File: src/rtl/pic_inst_decoder.sv
// PIC16C5x baseline instruction decoder and Q-cycle sequencer.
// Runs the Q1..Q4 phase counter and a fetch/execute pipeline. It registers
// the ALU control word at Q1, drives ALU_En in Q3 and pulses the write and
// PC/stack strobes in Q4. A taken branch or skip flushes the next slot.

`ifndef ALU_FUNC_WIDTH
`define ALU_FUNC_WIDTH 5
`define ALU_IDLE  5'd0
`define ALU_ADDWF 5'd1
`define ALU_SUBWF 5'd2
`define ALU_ANDWF 5'd3
`define ALU_IORWF 5'd4
`define ALU_XORWF 5'd5
`define ALU_COMF  5'd6
`define ALU_DECF  5'd7
`define ALU_INCF  5'd8
`define ALU_RLF   5'd9
`define ALU_RRF   5'd10
`define ALU_SWAPF 5'd11
`define ALU_MOVF  5'd12
`define ALU_ANDLW 5'd13
`define ALU_IORLW 5'd14
`define ALU_XORLW 5'd15
`define ALU_BCF   5'd16
`define ALU_BSF   5'd17
`endif

module pic_inst_decoder #(
    parameter int INST_WIDTH   = 12,
    parameter int F_ADDR_WIDTH = 5,
    parameter int PC_WIDTH     = 9
) (
    input  logic                       clk,
    input  logic                       rst,
    input  logic [INST_WIDTH-1:0]      instIn,
    input  logic [7:0]                 aluResultIn,
    output logic [1:0]                 qPhase,
    output logic [`ALU_FUNC_WIDTH-1:0] aluFunc,
    output logic [2:0]                 bitSel,
    output logic [7:0]                 aluLit,
    output logic                       ALU_En,
    output logic [F_ADDR_WIDTH-1:0]    fAddr,
    output logic                       fWrEn,
    output logic                       wWrEn,
    output logic                       wSrcLit,
    output logic                       pcInc,
    output logic                       pcLoad,
    output logic [PC_WIDTH-1:0]        pcTarget,
    output logic                       stackPush,
    output logic                       stackPop
);

    typedef enum logic [1:0] {
        Q1 = 2'd0,
        Q2 = 2'd1,
        Q3 = 2'd2,
        Q4 = 2'd3
    } phase_e;

    // Fully decoded instruction word; it stands in for the instruction register.
    typedef struct packed {
        logic [`ALU_FUNC_WIDTH-1:0] alu_func;
        logic [2:0]                 bit_sel;
        logic [7:0]                 lit;
        logic [F_ADDR_WIDTH-1:0]    f_addr;
        logic                       w_src_lit;
        logic [PC_WIDTH-1:0]        pc_target;
        logic                       status_en;
        logic                       f_wr;
        logic                       w_wr;
        logic                       pc_load;
        logic                       push;
        logic                       pop;
        logic                       skip_zero;
        logic                       skip_clr;
        logic                       skip_set;
    } ctrl_t;

    phase_e phase_q, phase_d;
    ctrl_t  ctrl_q, ctrl_d;
    logic   flush_q, flush_d;
    logic   alu_en_q, alu_en_d;
    logic   f_wr_q, f_wr_d;
    logic   w_wr_q, w_wr_d;
    logic   pc_inc_q, pc_inc_d;
    logic   pc_load_q, pc_load_d;
    logic   push_q, push_d;
    logic   pop_q, pop_d;
    logic   skip_taken;

    // Baseline 12-bit opcode map to control word
    function automatic ctrl_t decode(input logic [INST_WIDTH-1:0] i);
        ctrl_t c;
        logic  file_op;
        c          = '0;
        file_op    = 1'b0;
        c.alu_func = `ALU_IDLE;
        c.f_addr   = F_ADDR_WIDTH'(i[4:0]);
        casez (i[11:6])
            6'b000000: begin
                if (i[5]) begin
                    c.alu_func = `ALU_IORLW;
                    c.f_wr     = 1'b1;
                end
            end
            6'b000001: begin c.alu_func = `ALU_ANDLW; c.status_en = 1'b1; file_op = 1'b1; end
            6'b000010: begin c.alu_func = `ALU_SUBWF; c.status_en = 1'b1; file_op = 1'b1; end
            6'b000011: begin c.alu_func = `ALU_DECF;  c.status_en = 1'b1; file_op = 1'b1; end
            6'b000100: begin c.alu_func = `ALU_IORWF; c.status_en = 1'b1; file_op = 1'b1; end
            6'b000101: begin c.alu_func = `ALU_ANDWF; c.status_en = 1'b1; file_op = 1'b1; end
            6'b000110: begin c.alu_func = `ALU_XORWF; c.status_en = 1'b1; file_op = 1'b1; end
            6'b000111: begin c.alu_func = `ALU_ADDWF; c.status_en = 1'b1; file_op = 1'b1; end
            6'b001000: begin c.alu_func = `ALU_MOVF;  c.status_en = 1'b1; file_op = 1'b1; end
            6'b001001: begin c.alu_func = `ALU_COMF;  c.status_en = 1'b1; file_op = 1'b1; end
            6'b001010: begin c.alu_func = `ALU_INCF;  c.status_en = 1'b1; file_op = 1'b1; end
            6'b001011: begin c.alu_func = `ALU_DECF;  c.skip_zero = 1'b1; file_op = 1'b1; end
            6'b001100: begin c.alu_func = `ALU_RRF;   c.status_en = 1'b1; file_op = 1'b1; end
            6'b001101: begin c.alu_func = `ALU_RLF;   c.status_en = 1'b1; file_op = 1'b1; end
            6'b001110: begin c.alu_func = `ALU_SWAPF; file_op = 1'b1; end
            6'b001111: begin c.alu_func = `ALU_INCF;  c.skip_zero = 1'b1; file_op = 1'b1; end
            6'b0100??: begin c.alu_func = `ALU_BCF; c.bit_sel = i[7:5]; c.f_wr = 1'b1; end
            6'b0101??: begin c.alu_func = `ALU_BSF; c.bit_sel = i[7:5]; c.f_wr = 1'b1; end
            6'b0110??: begin c.alu_func = `ALU_MOVF; c.bit_sel = i[7:5]; c.skip_clr = 1'b1; end
            6'b0111??: begin c.alu_func = `ALU_MOVF; c.bit_sel = i[7:5]; c.skip_set = 1'b1; end
            6'b1000??: begin
                c.lit       = i[7:0];
                c.pop       = 1'b1;
                c.pc_load   = 1'b1;
                c.w_wr      = 1'b1;
                c.w_src_lit = 1'b1;
            end
            6'b1001??: begin
                c.pc_load   = 1'b1;
                c.push      = 1'b1;
                c.pc_target = PC_WIDTH'({1'b0, i[7:0]});
            end
            6'b101???: begin
                c.pc_load   = 1'b1;
                c.pc_target = PC_WIDTH'(i[8:0]);
            end
            6'b1100??: begin c.lit = i[7:0]; c.w_wr = 1'b1; c.w_src_lit = 1'b1; end
            6'b1101??: begin c.alu_func = `ALU_IORLW; c.lit = i[7:0]; c.status_en = 1'b1; c.w_wr = 1'b1; end
            6'b1110??: begin c.alu_func = `ALU_ANDLW; c.lit = i[7:0]; c.status_en = 1'b1; c.w_wr = 1'b1; end
            6'b1111??: begin c.alu_func = `ALU_XORLW; c.lit = i[7:0]; c.status_en = 1'b1; c.w_wr = 1'b1; end
            default: ;
        endcase
        if (file_op) begin
            c.f_wr = i[5];
            c.w_wr = ~i[5];
        end
        return c;
    endfunction

    // Skip condition of the executing instruction, valid during Q4
    always_comb begin
        skip_taken = (ctrl_q.skip_zero && (aluResultIn == 8'h00)) ||
                     (ctrl_q.skip_clr  && !aluResultIn[ctrl_q.bit_sel]) ||
                     (ctrl_q.skip_set  &&  aluResultIn[ctrl_q.bit_sel]);
    end

    // Phase sequencing, fetch into the decoded word, strobe generation
    always_comb begin
        phase_d   = phase_e'(phase_q + 2'd1);
        ctrl_d    = ctrl_q;
        flush_d   = flush_q;
        alu_en_d  = 1'b0;
        f_wr_d    = 1'b0;
        w_wr_d    = 1'b0;
        pc_inc_d  = 1'b0;
        pc_load_d = 1'b0;
        push_d    = 1'b0;
        pop_d     = 1'b0;
        unique case (phase_q)
            Q2: alu_en_d = ctrl_q.status_en;
            Q3: begin
                f_wr_d    = ctrl_q.f_wr;
                w_wr_d    = ctrl_q.w_wr;
                pc_inc_d  = ~ctrl_q.pc_load;
                pc_load_d = ctrl_q.pc_load;
                push_d    = ctrl_q.push;
                pop_d     = ctrl_q.pop;
                flush_d   = flush_q | ctrl_q.pc_load;
            end
            Q4: begin
                ctrl_d  = decode((flush_q || skip_taken) ? '0 : instIn);
                flush_d = 1'b0;
            end
            default: ;
        endcase
    end

    // State registers with asynchronous reset to a flushed NOP slot at Q1
    always_ff @(posedge clk or posedge rst) begin
        if (rst) begin
            phase_q         <= Q1;
            ctrl_q          <= '0;
            ctrl_q.alu_func <= `ALU_IDLE;
            flush_q         <= 1'b1;
            alu_en_q        <= 1'b0;
            f_wr_q          <= 1'b0;
            w_wr_q          <= 1'b0;
            pc_inc_q        <= 1'b0;
            pc_load_q       <= 1'b0;
            push_q          <= 1'b0;
            pop_q           <= 1'b0;
        end else begin
            phase_q   <= phase_d;
            ctrl_q    <= ctrl_d;
            flush_q   <= flush_d;
            alu_en_q  <= alu_en_d;
            f_wr_q    <= f_wr_d;
            w_wr_q    <= w_wr_d;
            pc_inc_q  <= pc_inc_d;
            pc_load_q <= pc_load_d;
            push_q    <= push_d;
            pop_q     <= pop_d;
        end
    end

    assign qPhase    = phase_q;
    assign aluFunc   = ctrl_q.alu_func;
    assign bitSel    = ctrl_q.bit_sel;
    assign aluLit    = ctrl_q.lit;
    assign fAddr     = ctrl_q.f_addr;
    assign wSrcLit   = ctrl_q.w_src_lit;
    assign pcTarget  = ctrl_q.pc_target;
    assign ALU_En    = alu_en_q;
    assign fWrEn     = f_wr_q;
    assign wWrEn     = w_wr_q;
    assign pcInc     = pc_inc_q;
    assign pcLoad    = pc_load_q;
    assign stackPush = push_q;
    assign stackPop  = pop_q;

endmodule

File: config.mk
export PLATFORM = sky130hd
export DESIGN_NAME = pic_inst_decoder
export DESIGN_NICKNAME = d
export VERILOG_FILES = /design/src/rtl/pic_inst_decoder.sv
export SDC_FILE = /design/constraint.sdc
export NUM_CORES = 1
export LEC_CHECK = 0
export CORE_MARGIN = 10
export CORE_UTILIZATION = 51
export CTS_BUF_LIST = sky130_fd_sc_hd__clkbuf_8
export DETAILED_ROUTE_END_ITERATION = 6
export HOLD_SLACK_MARGIN = 0.1
export PLACE_DENSITY = 0.9
export SETUP_SLACK_MARGIN = 0.3
export SYNTH_ARGS = -nofsm -noshare
export SYNTH_HDL_FRONTEND = slang
export SYNTH_SLANG_ARGS = --single-unit
File: constraint.sdc
create_clock -name clk -period 4.5 [get_ports clk]
set_input_delay 0.9 -clock clk [delete_from_list [all_inputs] [get_ports clk]]
set_output_delay 0.9 -clock clk [all_outputs]
set_load 0.01 [all_outputs]
==> flow_metrics.tcl, run 1 <==
set metrics [dict create \
    power_leakage_nw 1.298 \
    port_buffers 61 \
    synth.area.top_cells "dfrtp_1 (48%), buf_4 (8.7%), a22o_1 (4.8%)" \
    rrSetupSlack_ns 2.02 \
    post_cts_buffers 0 \
    yosysWarningCount 0 \
    slowest_delay_ns 0.68 \
    via_count 1799 \
    die_y_um 91.08 \
    crit_slowest_cell "mux2i_4" \
    synth_top_area_cell "dfrtp_1" \
    n_antenna_cell 0 \
    cp.required_ns 4.69 \
    min_to "stackPop" \
    maxSlewHeadroom 0.3318 \
    firstDrtPassIters 4 \
    drive_gt1_frac 0.1098 \
    ctsHoldBuffers 0 \
    crit_arrival_ns 3.22 \
    cts_root_buf "clkbuf_8" \
    synth.most_common_cell "dfrtp_1" \
    drc_errors 0 \
    synth_ff_type "dfrtp_1" \
    drt-total-wl_mm 5.634 \
    whs_path_depth 1 \
    regArea_um2 1252 \
    multi_input_area_um2 1001 \
    path_buf_inv 1 \
    netlist_area_um2 2576 \
    ys_seq_area_frac 0.4862 \
    synth_area_per_cell_um2 11.30 \
    syn-num-nets 253 \
    fmax_mhz 329.6 \
    die-area_um2 8295 \
    antenna_left 0 \
    fin_skew_ns 0.01169 \
    r2r_start "bitSel[0]" \
    pin_count 62 \
    finalSetupTns_ns 0 \
    timing.rr.end "ctrl_q[5]" \
    path_class "in -> reg" \
    yosysUniqueCellTypes 48 \
    finalCritPeriodShare 0.6743 \
    ir_worst_vdd_uv 140.9 \
    netlist_instances 228 \
    die_w_um 91.08 \
    start_util 0.5348 \
    worst_slew_pin_slew_ns 1.001 \
    dp_worst_setup_slack_ns 1.171 \
    crit_family "multiplexers" \
    final_net_count 279 \
    synth_top_area_frac 0.4760 \
    synth_edf_count 0 \
    startpoint_type "input port" \
    setup_viol 0 \
    cts_made_buffers 5 \
    layout-area-overhead-vs-synth_pct 20.11 \
    async_flop_share 1.000 \
    clk_latency_ns 0.31 \
    hold_class "reg -> reg" \
    status "complete, no violations" \
    clk_pin_slew_ns 0.09 \
    rsz0062_at_grt "false" \
    grt_pass1_vias 1791 \
    antenna_found_initial 0 \
    cts_resized 0 \
    fin_ws_ns 1.466 \
    core-area_um2 4817 \
    cts.path.max_buffers 2 \
    maxCapViolCount 0 \
    rows 25 \
    detailed_place_hpwl_mm 4.137 \
    cpMostUsedCell "mux2i_4" \
    grt_usage 0.1399 \
    htreeDepth 2 \
    p_per_area_nw_per_um2 291.0 \
    cp_max_fo 19 \
    vias_per_cell 5.587 \
    grt_pass1_wl_mm 9.522 \
    slew_viol_final 0 \
    synth_seq_cells 50 \
    grt_max_degree 51 \
    fillers 375 \
    hold_violations 0 \
    synthTopCellsByCount "dfrtp_1 (49), buf_4 (30), a22o_1 (14), nand2_1 (14)" \
    period_minus_slack_ns 3.034 \
    min-delay-start "ctrl_q[3]" \
    reg2reg_depth 5 \
    gp_congestion 0.7889 \
    critPathCaptureType "flip-flop" \
    crit_chain "clkdlybuf4s50_1, mux4_1, mux2i_4, mux2i_4, nor3b_2, mux2_2" \
    tritoncts "yes" \
    drt_iter0_drc 211 \
    tritoncts_num_sinks 50 \
    wl_per_cell_um 17.50 \
    finalCoreUtilization 0.6423 \
    globalRouteOverflowTotal 0 \
]
-- registers in the layout (all words and copies together), names as in the netlist --
name and cells:
fAddr 5, stackPop 1, wWrEn 1, pcTarget 9, fWrEn 1, stackPush 1, bitSel 3, ALU_En 1
wSrcLit 1, pcLoad 1, ctrl_q 9, aluLit 8, qPhase 2, flush_q 1, aluFunc 5, pcInc 1
-- cells by family (layout without fill, tap and decap cells) --
logic type               count (synthesis)  in the layout  synth area share
multiplexers                             6              6           0.04614
XOR/XNOR                                 1              1          0.003400
buffers and inverters                   54             81            0.1253
flip-flops                              50             50            0.4862
AO/OA/AOI/OAI                           64             64            0.2127
adder cells (fa/ha/maj)                  3              3           0.01457
AND/OR/NAND/NOR                         50             50            0.1117
-- cells in the final DEF (no fill, tap or decap), types with 4 or more instances in the layout --
cell type	n
nand3_1	4
and2_1	6
o21ai_0	7
dfrtp_1	49
o2bb2ai_1	12
clkbuf_8	5
nor2_1	8
inv_1	9
nand2_1	14
nor2b_1	6
a22o_1	14
clkdlybuf4s50_1	61
-- final cells by class --
cell class                 count  area share
sequential                    50      0.4048
multi-input combinational    124      0.3235
timing repair buffer          63      0.2022
tap                           67     0.02709
clock buffer                   5     0.02224
inverter                      10     0.01213
clock inverter                 3    0.008087
-- how the worst max path moves through the flow --
stage,startpoint,end,slack [ns],depth (start not counted)
6_report,aluResultIn[1],ctrl_q[5],1.47,6
5_1_grt,aluResultIn[6],ctrl_q[5],1.37,6
4_1_cts,aluResultIn[1],ctrl_q[5],1.48,6
3_5_place_dp,aluResultIn[1],ctrl_q[5],1.17,6
3_3_place_gp,aluResultIn[1],ctrl_q[5],1.21,6
2_1_floorplan,aluResultIn[1],ctrl_q[5],1.94,5
-- through the flow --
stage	instances	hold WS [ns]	area, µm²	power (mW)
2_1_floorplan	228	0.4123	2576	0.5918
3_3_place_gp	314	0.4608	3000	0.6398
3_5_place_dp	314	0.4681	3000	0.6423
4_1_cts	322	0.4750	3094	0.9100
5_1_grt	322	0.4825	3094	0.9495
6_report	322	0.4806	3094	0.9006
-- where the power goes --
group | total [mW] | leakage, nW | switching (mW) | internal (mW)
Clock | 0.267 | 0.0447 | 0.155 | 0.112
Sequential | 0.486 | 0.665 | 0.0145 | 0.472
Combinational | 0.147 | 0.588 | 0.0678 | 0.0791
Total | 0.901 | 1.30 | 0.237 | 0.663
-- routing by layer --
metal / global-route usage / share of wire / vias up
met1: 0.1766 / 0.43 / 867
met4: 0.05614 / 0.019 / 0
li1: - / - / 854
met5: 0 / 0 / -
met2: 0.2178 / 0.49 / 70
met3: 0.04362 / 0.068 / 8
(Power assumes the default switching activity.)
==> run 2, diff against run 1 <==
==> constraint.sdc (replaced) <==
create_clock -name clk -period 3 [get_ports clk]
set_input_delay 0.6 -clock clk [delete_from_list [all_inputs] [get_ports clk]]
set_output_delay 0.6 -clock clk [all_outputs]
set_load 0.01 [all_outputs]
==> flow_metrics.tcl, run 2 (synthesis gave the netlist of run 1 again) <==
set metrics [dict create \
    status "complete, no violations" \
    cts_resized 0 \
    maxSlewHeadroom 0.5629 \
    drc_errors 0 \
    grt_max_degree 30 \
    final_net_count 286 \
    critPathCaptureType "flip-flop" \
    crit_arrival_ns 2.61 \
    reg2reg_depth 6 \
    grt_pass1_vias 1925 \
    grt_pass1_wl_mm 10.07 \
    cp.required_ns 3.21 \
    cts_root_buf "clkbuf_8" \
    whs_path_depth 1 \
    path_class "in -> reg" \
    rsz0062_at_grt "false" \
    finalSetupTns_ns 0 \
    clk_latency_ns 0.31 \
    finalCoreUtilization 0.6561 \
    startpoint_type "input port" \
    p_per_area_nw_per_um2 434.1 \
    min-delay-start "ctrl_q[4]" \
    place_area_um2 3065 \
    fmax_mhz 415.3 \
    start_util 0.5348 \
    detailed_place_hpwl_mm 4.336 \
    port_buffers 61 \
    period_minus_slack_ns 2.408 \
    clk_pin_slew_ns 0.09 \
    total_power_mw 1.372 \
    gp_congestion 0.8303 \
    r2r_start "bitSel[0]" \
    die_y_um 91.08 \
    via_count 1882 \
    ir_worst_vdd_uv 279.9 \
    drt_iter0_drc 269 \
    slowest_delay_ns 0.55 \
    cts.path.max_buffers 2 \
    maxCapViolCount 0 \
    firstDrtPassIters 4 \
    final_common_cell "clkdlybuf4s50_1" \
    timing.rr.end "ctrl_q[5]" \
    antenna_left 0 \
    finalCritPeriodShare 0.8027 \
    globalRouteOverflowTotal 0 \
    setup_viol 0 \
    min_to "stackPush" \
    grt_usage 0.1464 \
    stdcell_area_um2 3161 \
    mostFrequentLayoutCells "clkdlybuf4s50_1 (61), dfrtp_1 (49), nand2_1 (14), a22o_1 (14), o2bb2ai_1 (12)" \
    layout-area-overhead-vs-synth_pct 22.68 \
    crit_slowest_cell "mux4_1" \
    cpMostUsedCell "mux2i_4" \
    instances_no_fill 329 \
    ctsHoldBuffers 0 \
    rrSetupSlack_ns 0.81 \
    vias_per_cell 5.720 \
    core-area_um2 4817 \
    pin_count 62 \
    n_antenna_cell 0 \
    die_w_um 91.08 \
    hold_class "reg -> reg" \
    crit_chain "clkdlybuf4s50_1, mux4_1, mux2i_4, mux2i_4, buf_12, nor3b_2, mux2_2" \
    power_leakage_nw 1.337 \
    slew_viol_final 0 \
    die-area_um2 8295 \
    cp_max_fo 19 \
    drt-total-wl_mm 5.925 \
    drive_gt1_frac 0.1336 \
    antenna_found_initial 0 \
    worst_slew_pin_slew_ns 0.6549 \
    fin_skew_ns 0.005636 \
    tritoncts_num_sinks 50 \
    wl_per_cell_um 18.01 \
    cts_made_buffers 5 \
    htreeDepth 2 \
    rows 25 \
    post_cts_buffers 0 \
    placed_cells 321 \
    hold_violations 0 \
    tritoncts "yes" \
]
## run 2: cell type report
type	instances	area, µm²
fillers	385	1657
flip-flops and latches	50	1252
multi-input cells	124	1001
repair buffers	70	690.7
well taps	67	83.83
clock buffers	6	82.58
inverters	10	37.54
clock inverters	2	12.51
## run 2: critical path, delay by kind of cell
| kind | cells | cell delay (ns) |
|---|---|---|
| and+or+nand+nor | 1 | 0.08 |
| buffers and inverters | 2 | 0.60 |
| muxes | 4 | 1.32 |
## run 2: stage by stage
step / hold WS [ns] / setup slack (ns)
3_5_place_dp: 0.4666 / 0.2554
3_3_place_gp: 0.4593 / 0.3097
6_report: 0.4907 / 0.5918
4_1_cts: 0.4911 / 0.5905
2_1_floorplan: 0.4123 / 0.7384
5_1_grt: 0.5103 / 0.5331
## run 2: how the worst max path moves through the flow
stage	startpoint	endpoint	slack, ns	cells past startpoint
floorplan	aluResultIn[1]	ctrl_q[5]	0.74	5
global placement	aluResultIn[1]	ctrl_q[5]	0.31	7
detailed placement	aluResultIn[1]	ctrl_q[5]	0.26	7
CTS	aluResultIn[1]	ctrl_q[5]	0.59	7
global route	aluResultIn[6]	ctrl_q[5]	0.53	7
finish	aluResultIn[1]	ctrl_q[5]	0.59	7
## run 2: routing by layer
metal | routed length [µm] | global-route usage | up-vias
met1 | 2408 | 0.1776 | 920
met4 | 131 | 0.06005 | 0
met2 | 2879 | 0.2393 | 83
li1 | - | - | 866
met5 | 0 | 0 | -
met3 | 505 | 0.04115 | 13
## run 2: power by group
part           total, mW  internal, mW  leakage (nW)  switching (mW)
registers          0.730         0.708         0.665          0.0225
logic              0.229         0.125         0.625           0.104
clock network      0.413         0.186        0.0472           0.227
total               1.37          1.02          1.34           0.354
==> run 3, diff against run 2 <==
--- a/config.mk
+++ b/config.mk
@@ -6,11 +6,11 @@
 export NUM_CORES = 1
 export LEC_CHECK = 0
 export CORE_MARGIN = 10
-export CORE_UTILIZATION = 51
+export CORE_UTILIZATION = 46
 export CTS_BUF_LIST = sky130_fd_sc_hd__clkbuf_8
 export DETAILED_ROUTE_END_ITERATION = 6
 export HOLD_SLACK_MARGIN = 0.1
-export PLACE_DENSITY = 0.9
+export PLACE_DENSITY = 0.86
 export SETUP_SLACK_MARGIN = 0.3
 export SYNTH_ARGS = -nofsm -noshare
 export SYNTH_HDL_FRONTEND = slang
==> constraint.sdc (replaced) <==
create_clock -name clk -period 2 [get_ports clk]
set_input_delay 0.4 -clock clk [delete_from_list [all_inputs] [get_ports clk]]
set_output_delay 0.4 -clock clk [all_outputs]
set_load 0.01 [all_outputs]
==> flow_metrics.tcl, run 3 (synthesis gave the netlist of run 1 again) <==
set metrics [dict create \
    status "finished, violations left" \
    violations "setup timing" \
    p_per_area_nw_per_um2 626.9 \
    final_net_count 307 \
    clk_latency_ns 0.30 \
    via_count 1963 \
    rows 27 \
    core-area_um2 5473 \
    power_leakage_nw 1.568 \
    port_buffers 61 \
    drt_iter0_drc 169 \
    maxSlewHeadroom 0.6646 \
    crit_arrival_ns 2.23 \
    cts_made_buffers 5 \
    drt-total-wl_mm 6.642 \
    cts.path.max_buffers 2 \
    layout-area-overhead-vs-synth_pct 35.99 \
    slowest_delay_ns 0.54 \
    holdWs_ns 0.4487 \
    die-area_um2 8994 \
    globalRouteOverflowTotal 0 \
    start_util 0.4707 \
    critPathCaptureType "flip-flop" \
    worst_slew_pin_slew_ns 0.4978 \
    grt_max_degree 51 \
    hold_violations 0 \
    rsz0062_at_grt "true" \
    drc_errors 0 \
    swShare 0.2440 \
    die_w_um 94.84 \
    mostFrequentLayoutCells "dfrtp_1 (48), clkdlybuf4s50_1 (48), buf_4 (22)" \
    htreeDepth 2 \
    detailed_place_hpwl_mm 4.502 \
    period_minus_slack_ns 2.062 \
    cp.required_ns 2.17 \
    wl_met2_mm 3.455 \
    fin_ws_ns -0.06246 \
    hold_class "in -> async" \
    crit_family "multiplexers" \
    gp_congestion 0.8804 \
    maxCapViolCount 0 \
    clk_pin_slew_ns 0.09 \
    ir_worst_vdd_uv 328.9 \
    antenna_found_initial 0 \
    tritoncts_num_sinks 50 \
    top_layer_used "met4" \
    wl_per_cell_um 18.71 \
    finalCritPeriodShare 1.031 \
    slew_viol_final 0 \
    pin_count 62 \
    cpMostUsedCell "mux2i_4" \
    cts_root_buf "clkbuf_8" \
    startpoint_type "flip-flop" \
    wl_met3_um 534 \
    pwr-share-clk 0.314 \
    p_sw_mw 0.5358 \
    combPwrFrac 0.185 \
    p_seq_frac 0.501 \
    die_y_um 94.84 \
    fmax_mhz 484.9 \
    grt_usage 0.1461 \
    ctsHoldBuffers 0 \
    path_buf_inv 1 \
    n_antenna_cell 0 \
    crit_slowest_cell "mux4_2" \
    firstDrtPassIters 4 \
    fin_skew_ns 0.006429 \
    path_class "reg -> reg" \
    tritoncts "yes" \
    antenna_left 0 \
    grt_pass1_wl_mm 10.57 \
    crit_chain "mux4_2, mux2i_4, mux2i_4, buf_12, nand3b_1, o2bb2ai_1" \
    setup_viol 12 \
    total_power_mw 2.196 \
    grt_pass1_vias 2090 \
    drive_gt1_frac 0.2473 \
    cp_max_fo 6 \
    vias_per_cell 5.530 \
    cellInternalPower_mw 1.660 \
    wl_met1_mm 2.528 \
]
[run 3: cell types whose count changed in the layout (fill, tap and decap cells not counted), sizes merged, moves of 2 or more]
cell           change
clkdlybuf4s50     -13
dlymetal6s2s       +2
buf               +21
dlygate4sd2       +11
[run 3: final cells by class]
| type | instances | area, µm² |
|---|---|---|
| Multi-Input combinational cell | 124 | 1106 |
| Fill cell | 417 | 1969 |
| Clock inverter | 3 | 40.04 |
| Clock buffer | 5 | 68.82 |
| Tap cell | 72 | 90.09 |
| Inverter | 10 | 37.54 |
| Timing Repair Buffer | 91 | 907.1 |
| Sequential cell | 50 | 1254 |
[run 3: through the flow]
stage | instances | utilization | setup slack [ns] | cell area (µm²) | TNS (ns)
2_1_floorplan | 228 | - | -0.04566 | 2603 | -0.1778
5_1_grt | 355 | 0.6401 | -0.1992 | 3503 | -3.478
3_5_place_dp | 342 | 0.5921 | -0.4446 | 3241 | -13.73
3_3_place_gp | 342 | 0.5921 | -0.3854 | 3241 | -12.35
6_report | 355 | 0.6401 | -0.06246 | 3503 | -0.3757
4_1_cts | 355 | 0.6253 | -0.09257 | 3422 | -1.456
[run 3: tightest hold or removal path, delay by kind of cell]
family	cells	cell delay (ns)
buffers and inverters	3	0.73
[run 3: metal layers]
metal,vias up,GRT usage
met4,0,0.05611
li1,906,-
met3,11,0.04441
met2,77,0.2523
met1,969,0.1657
met5,-,0
[run 3: path summary, 6_finish.rpt]
check | to | cells after the start | start | slack (ns)
max reg2reg | aluLit[6] | 6 | bitSel[0] | -0.06
max | aluLit[6] | 6 | bitSel[0] | -0.06
min reg2reg | pcInc | 1 | ctrl_q[5] | 0.47
max in group asynchronous | flush_q | 3 | rst | 1.27
min | aluLit[4] | 3 | rst | 0.45
min in group clk | pcInc | 1 | ctrl_q[5] | 0.47
[run 3: power groups by stage]
stage               Clock, mW  Combinational [mW]  Sequential [mW]
floorplan                   0               0.234             1.11
global placement            0               0.373             1.12
detailed placement          0               0.379             1.12
CTS                     0.692               0.392             1.10
global route            0.740               0.434             1.11
finish                  0.690               0.406             1.10
[run 3: repair_timing]
action	CTS	global route
cloned	1	0
setup buffers	4	0
endpoints found under the setup margin	43	42
gates resized for setup	17	14
pin swaps	1	7
